==> config.mk <==
export PLATFORM = sky130hd
export DESIGN_NAME = ex_stage
export DESIGN_NICKNAME = d
export VERILOG_FILES = /design/src/rtl/ex_stage.sv
export SDC_FILE = /design/constraint.sdc
export NUM_CORES = 1
export LEC_CHECK = 0
export BUFFER_PORTS_ARGS = -buffer_cell sky130_fd_sc_hd__buf_2
export CORE_MARGIN = 10
export CORE_UTILIZATION = 30
export DETAILED_ROUTE_END_ITERATION = 12
export HOLD_SLACK_MARGIN = 0.06
export PLACE_DENSITY = 0.49
export RECOVER_POWER = 50
export REMOVE_ABC_BUFFERS = 1
export SLEW_MARGIN = 20
export SYNTH_ARGS = -nofsm -noshare
export SYNTH_HDL_FRONTEND = slang
export SYNTH_SLANG_ARGS = --single-unit
==> constraint.sdc <==
create_clock -name Clk -period 0.8 [get_ports Clk]
set_input_delay 0.04 -clock Clk [delete_from_list [all_inputs] [get_ports Clk]]
set_output_delay 0.04 -clock Clk [all_outputs]
set_load 0.01 [all_outputs]
==> src/rtl/ex_stage.sv <==
// MIPS execute stage: ALU, branch target, destination select and the EX/MEM register.
// Define MULT_EN to add the iterative shift-add multiplier (funct 0x18) with upstream stall.
module ex_stage #(
  parameter int DATA_W     = 32,
  parameter int MUL_CYCLES = 32
) (
  input  logic              Clk,
  input  logic              Rst_n,
  input  logic              Flush,
  input  logic [DATA_W-1:0] PC_IN,
  input  logic [DATA_W-1:0] RD1_IN,
  input  logic [DATA_W-1:0] RD2_IN,
  input  logic [DATA_W-1:0] IR_LO_EX_IN,
  input  logic [4:0]        WR1_IN,
  input  logic [4:0]        WR2_IN,
  input  logic [1:0]        WB_IN,
  input  logic [2:0]        MEM_IN,
  input  logic [3:0]        EX_IN,
  output logic              Busy,
  output logic [DATA_W-1:0] BranchPC_OUT,
  output logic              Zero_OUT,
  output logic [DATA_W-1:0] ALUResult_OUT,
  output logic [DATA_W-1:0] RD2_OUT,
  output logic [4:0]        WriteReg_OUT,
  output logic [1:0]        WB_OUT,
  output logic [2:0]        MEM_OUT
);

  if (DATA_W != 32 || MUL_CYCLES < 1) begin : g_bad_cfg
    $error("ex_stage supports DATA_W=32 and MUL_CYCLES>=1 only");
  end

  logic [DATA_W-1:0] op_b_s;
  logic [DATA_W-1:0] alu_res_s;
  logic [DATA_W-1:0] branch_s;
  logic [4:0]        wreg_s;
  logic              busy_s;

  logic [DATA_W-1:0] branch_pc_d, branch_pc_q;
  logic              zero_d, zero_q;
  logic [DATA_W-1:0] alu_result_d, alu_result_q;
  logic [DATA_W-1:0] rd2_d, rd2_q;
  logic [4:0]        write_reg_d, write_reg_q;
  logic [1:0]        wb_d, wb_q;
  logic [2:0]        mem_d, mem_q;

`ifdef MULT_EN
  localparam int CNT_W = $clog2(MUL_CYCLES + 1);
  typedef enum logic [1:0] {S_IDLE = 2'd0, S_MUL = 2'd1, S_DONE = 2'd2} state_e;

  state_e            state_d, state_q;
  logic [CNT_W-1:0]  cnt_d, cnt_q;
  logic [DATA_W-1:0] acc_d, acc_q;
  logic [DATA_W-1:0] mcand_d, mcand_q;
  logic [DATA_W-1:0] mplier_d, mplier_q;
  logic              is_mul_s;
`endif

  // Operand select, ALU, branch target and destination register
  always_comb begin
    op_b_s    = EX_IN[0] ? IR_LO_EX_IN : RD2_IN;
    branch_s  = PC_IN + {IR_LO_EX_IN[DATA_W-3:0], 2'b00};
    wreg_s    = EX_IN[3] ? WR2_IN : WR1_IN;
    alu_res_s = {DATA_W{1'b0}};
    case (EX_IN[2:1])
      2'b00: alu_res_s = RD1_IN + op_b_s;
      2'b01: alu_res_s = RD1_IN - op_b_s;
      2'b11: alu_res_s = RD1_IN | op_b_s;
      2'b10: begin
        case (IR_LO_EX_IN[5:0])
          6'h20:   alu_res_s = RD1_IN + op_b_s;
          6'h22:   alu_res_s = RD1_IN - op_b_s;
          6'h24:   alu_res_s = RD1_IN & op_b_s;
          6'h25:   alu_res_s = RD1_IN | op_b_s;
          6'h27:   alu_res_s = ~(RD1_IN | op_b_s);
          6'h2A:   alu_res_s = ($signed(RD1_IN) < $signed(op_b_s)) ? DATA_W'(1) : {DATA_W{1'b0}};
          default: alu_res_s = {DATA_W{1'b0}};
        endcase
      end
      default: alu_res_s = {DATA_W{1'b0}};
    endcase
  end

  // EX/MEM next values, multiplier sequencing and bubble insertion
  always_comb begin
    branch_pc_d  = branch_s;
    zero_d       = (alu_res_s == {DATA_W{1'b0}});
    alu_result_d = alu_res_s;
    rd2_d        = RD2_IN;
    write_reg_d  = wreg_s;
    wb_d         = WB_IN;
    mem_d        = MEM_IN;
    busy_s       = 1'b0;
`ifdef MULT_EN
    is_mul_s = (EX_IN[2:1] == 2'b10) && (IR_LO_EX_IN[5:0] == 6'h18);
    state_d  = state_q;
    cnt_d    = cnt_q;
    acc_d    = acc_q;
    mcand_d  = mcand_q;
    mplier_d = mplier_q;
    case (state_q)
      S_IDLE: begin
        // Reset is folded in so Busy reads 0 while Rst_n is held low
        if (is_mul_s && !Flush && Rst_n) begin
          busy_s   = 1'b1;
          mcand_d  = RD1_IN;
          mplier_d = op_b_s;
          acc_d    = {DATA_W{1'b0}};
          cnt_d    = {CNT_W{1'b0}};
          state_d  = S_MUL;
        end else begin
          state_d = S_IDLE;
        end
      end
      S_MUL: begin
        busy_s   = 1'b1;
        acc_d    = mplier_q[0] ? (acc_q + mcand_q) : acc_q;
        mcand_d  = mcand_q << 1;
        mplier_d = mplier_q >> 1;
        cnt_d    = cnt_q + CNT_W'(1);
        if (Flush) begin
          state_d = S_IDLE;
        end else if (cnt_q == CNT_W'(MUL_CYCLES - 1)) begin
          state_d = S_DONE;
        end else begin
          state_d = S_MUL;
        end
      end
      S_DONE: begin
        alu_result_d = acc_q;
        zero_d       = (acc_q == {DATA_W{1'b0}});
        state_d      = S_IDLE;
      end
      default: state_d = S_IDLE;
    endcase
`endif
    if (busy_s || Flush) begin
      wb_d  = 2'b00;
      mem_d = 3'b000;
    end else begin
      wb_d  = wb_d;
      mem_d = mem_d;
    end
  end

  // EX/MEM pipeline register and multiplier state
  always_ff @(posedge Clk or negedge Rst_n) begin
    if (!Rst_n) begin
      branch_pc_q  <= {DATA_W{1'b0}};
      zero_q       <= 1'b0;
      alu_result_q <= {DATA_W{1'b0}};
      rd2_q        <= {DATA_W{1'b0}};
      write_reg_q  <= 5'd0;
      wb_q         <= 2'b00;
      mem_q        <= 3'b000;
`ifdef MULT_EN
      state_q      <= S_IDLE;
      cnt_q        <= {CNT_W{1'b0}};
      acc_q        <= {DATA_W{1'b0}};
      mcand_q      <= {DATA_W{1'b0}};
      mplier_q     <= {DATA_W{1'b0}};
`endif
    end else begin
      branch_pc_q  <= branch_pc_d;
      zero_q       <= zero_d;
      alu_result_q <= alu_result_d;
      rd2_q        <= rd2_d;
      write_reg_q  <= write_reg_d;
      wb_q         <= wb_d;
      mem_q        <= mem_d;
`ifdef MULT_EN
      state_q      <= state_d;
      cnt_q        <= cnt_d;
      acc_q        <= acc_d;
      mcand_q      <= mcand_d;
      mplier_q     <= mplier_d;
`endif
    end
  end

  assign Busy          = busy_s;
  assign BranchPC_OUT  = branch_pc_q;
  assign Zero_OUT      = zero_q;
  assign ALUResult_OUT = alu_result_q;
  assign RD2_OUT       = rd2_q;
  assign WriteReg_OUT  = write_reg_q;
  assign WB_OUT        = wb_q;
  assign MEM_OUT       = mem_q;

endmodule

==> results.sh <==
export IMPL_maxCapViolations=0
export IMPL_drt_first_pass_iters=7
export IMPL_holdWs_ns=-0.0962
export IMPL_netlist_area_mm2=0.0115
export IMPL_path_class="input pin to flop"
export IMPL_grt_first_pass_wirelength_um=88200
export IMPL_cts_hold_buf=54
export IMPL_gr_usage_met2=0.403
export IMPL_clockRootBuffer="clkbuf_16"
export IMPL_clock_fmax_mhz=273
export IMPL_finalWirelength_um=59000
export IMPL_drive_gt1_frac=0.529
export IMPL_grt_max_degree=42
export IMPL_vdd_drop_max_mv=1.23
export IMPL_yosys_cell_types_count=108
export IMPL_core_area_mm2=0.0378
export IMPL_ant_nets=0
export IMPL_cp_slowest_cell="or4_1"
export IMPL_grt_busiest_layer="met2"
export IMPL_avgSynthCellArea_um2=8.32
export IMPL_fin_crit_sh=4.58
export IMPL_grt_overflow=0
export IMPL_clk_pin_slew_ns=0.08
export IMPL_rsz0062_at_grt="true"
export IMPL_leakage_nw=10.2
export IMPL_die_h_um=216
export IMPL_cp_num_buf_inv=5
export IMPL_async_reset_ff_frac=1.00
export IMPL_synth_common_cells="ha_1 (147), nor2_1 (125), inv_1 (114), a21oi_1 (107), dfrtp_1 (107)"
export IMPL_row_count=71
export IMPL_end_kind="flop"
export IMPL_violations="negative hold slack, negative setup slack"
export IMPL_num_antenna_cells=0
export IMPL_hold_viol_final=1
export IMPL_htree_levels=3
export IMPL_slew_headroom=0.555
export IMPL_grt_pass1_vias=14600
export IMPL_dieWidth_um=216
export IMPL_drtIter0Drc=1067
export IMPL_worstMarginPinSlew_ns=0.658
export IMPL_yosysTopAreaCell="dfrtp_1"
export IMPL_yosysTopAreaCellShare=0.233
export IMPL_antenna_found_initial=1
export IMPL_dieArea_mm2=0.0466
export IMPL_fillers=3505
export IMPL_synth_edf_count=0
export IMPL_synth_most_common_cell="ha_1"
export IMPL_power_density_mw_per_mm2=1380
export IMPL_cts_tree="yes"
export IMPL_fin_crit_ns=3.66
export IMPL_place_gp_congestion=0.942
export IMPL_num_vias=14300
export IMPL_final_net_count=2574
export IMPL_syn_inst=1382
export IMPL_met3_usage=0.0352
export IMPL_slowest_delay_ns=0.50
export IMPL_holdCritPathClass="input pin to flop"
export IMPL_cts_sinks=107
export IMPL_worstPathRequired_ns=1.12
export IMPL_initial_utilization=0.305
export IMPL_hpwl_um=46600
export IMPL_synthToLayoutAreaGrowth_pct=88.2
export IMPL_critPathMaxFanout=6
export IMPL_yosysSeqAreaShare=0.233
export IMPL_avgViaCountPerCell=5.14
export IMPL_synth_area_leaders="dfrtp_1 (23%), ha_1 (16%), a21oi_1 (4.7%), xnor2_1 (4.5%), nor2_1 (4.1%)"
export IMPL_use_met1=0.322
export IMPL_status="finished, violations left"
export IMPL_synth_seq_cells=107
export IMPL_track_usage=0.244
export IMPL_drv_slew=0
export IMPL_max_clock_path_buffers=2
export IMPL_yosysWarnings=0
export IMPL_crit_chain="buf_16 -> buf_12 -> buf_6 -> mux2i_1 -> buf_4 -> ha_4 -> nand2b_4 -> nand4b_1 -> a211oi_4 -> o311ai_4 -> buf_6 -> a41oi_4 -> o41ai_4 -> and3_1 -> or4_1 -> o221a_1 -> or4_1 -> nor3_2"
export IMPL_critPathArrivalTime_ns=3.98
export IMPL_final_util=0.573
export IMPL_setup_ws_ns=-2.86
export IMPL_fin_tns_setup_ns=-112.80
export IMPL_finalPower_w=0.0299
export IMPL_drcViolationCount=0
export IMPL_io_buffers=256
export IMPL_setup_viol=169
export IMPL_cpLargestDelayFamily="simple AND/OR/NAND/NOR gates"
export IMPL_detail_route_wl_per_cell_um=21.1
export IMPL_synth_ff_type="dfrtp_1"
export IMPL_worstSetupStartpointType="input pin"
export IMPL_ios=258
export IMPL_numCtsBuffers=9
==> final cells by class <==
type	count	area, um^2	share of cell area
multi-input cells	1106	10400	0.480
repair buffers	936	7200	0.333
clock buffers	9	225	0.0104
flip-flops and latches	107	2680	0.124
inverters	114	430	0.0199
clock inverters	7	81.3	0.00376
well taps	511	639	0.0295
==> worst paths after layout <==
check                         start               end  slack (ns)  cells after the start
max in group asynchronous     Rst_n  BranchPC_OUT[26]        0.06                      3
worst max-delay path       EX_IN[0]          Zero_OUT       -2.86                     18
worst min-delay path       PC_IN[2]   BranchPC_OUT[2]        -0.1                      2
min in group asynchronous     Rst_n   BranchPC_OUT[0]        0.10                      2
==> cells in the final DEF, fill, tap and decap left out, types with 10 or more instances in the layout <==
cell,count
o211ai_1,11
dfrtp_1,107
a22oi_1,11
a221oi_1,14
dlygate4sd3_1,54
mux2i_4,15
nor2b_1,21
a21oi_1,69
o21ai_2,17
nor3_1,23
mux2i_1,17
xnor2_2,21
o21ai_0,40
a21o_1,20
o22ai_1,13
buf_2,182
ha_1,118
xnor2_1,32
buf_6,113
buf_4,543
nand2b_1,14
inv_1,108
ha_4,23
nand2_1,71
clkbuf_1,23
nor4_1,12
xor2_1,10
o21bai_1,12
nand3_1,17
o21ai_1,10
nor2_1,108
a21oi_2,31
and3_1,11
==> cells by family after synthesis <==
family	after synthesis	synth area share
buffers and inverters	169	0.0593
and+or+nand+nor	407	0.179
AOI/OAI and AO/OA	431	0.268
other	1	0.000326
xor gates and xnor gates	72	0.0548
DFF	107	0.233
adders and majority gates	150	0.165
muxes	45	0.0401
==> per-layer routing <==
| metal | up-vias | part of all wire |
|---|---|---|
| li1 | 6842 | - |
| met1 | 6978 | 0.45 |
| met2 | 449 | 0.47 |
| met3 | 65 | 0.051 |
| met4 | 0 | 0.023 |
| met5 | - | 0 |
==> per-stage QoR <==
stage               setup WS (ns)  hold WS [ns]  std cells  cell area, um^2
global placement            -3.60       -0.0862       2654            17400
global route                -2.97        -0.104       2790            21600
detailed placement          -3.65       -0.0828       2654            17400
finish                      -2.86       -0.0962       2790            21600
CTS                         -2.74        -0.125       2767            20800
floorplan                   -3.35        -0.256       1327            11300
==> where the power goes <==
| group | leakage, nW | internal (W) | switching, W |
|---|---|---|---|
| clock network | 0.153 | 0.00249 | 0.00245 |
| logic | 8.79 | 0.00945 | 0.00905 |
| registers | 1.27 | 0.00616 | 0.000274 |
==> flip-flops by register name, indices dropped and copies added (netlist names) <==
signal / cells
ALUResult_OUT: 32
WriteReg_OUT: 5
WB_OUT: 2
MEM_OUT: 3
Zero_OUT: 1
RD2_OUT: 32
BranchPC_OUT: 32
==> repair_timing <==
action | 4_1_cts | 5_1_grt
gates resized for setup | 427 | 141
buffers inserted | 59 | 44
endpoints found under the hold margin | 155 | 8
cloned | 2 | 0
pin swaps | 147 | 101
setup endpoints to repair | 168 | 174
Note: power is estimated with default switching activity, not from simulation.
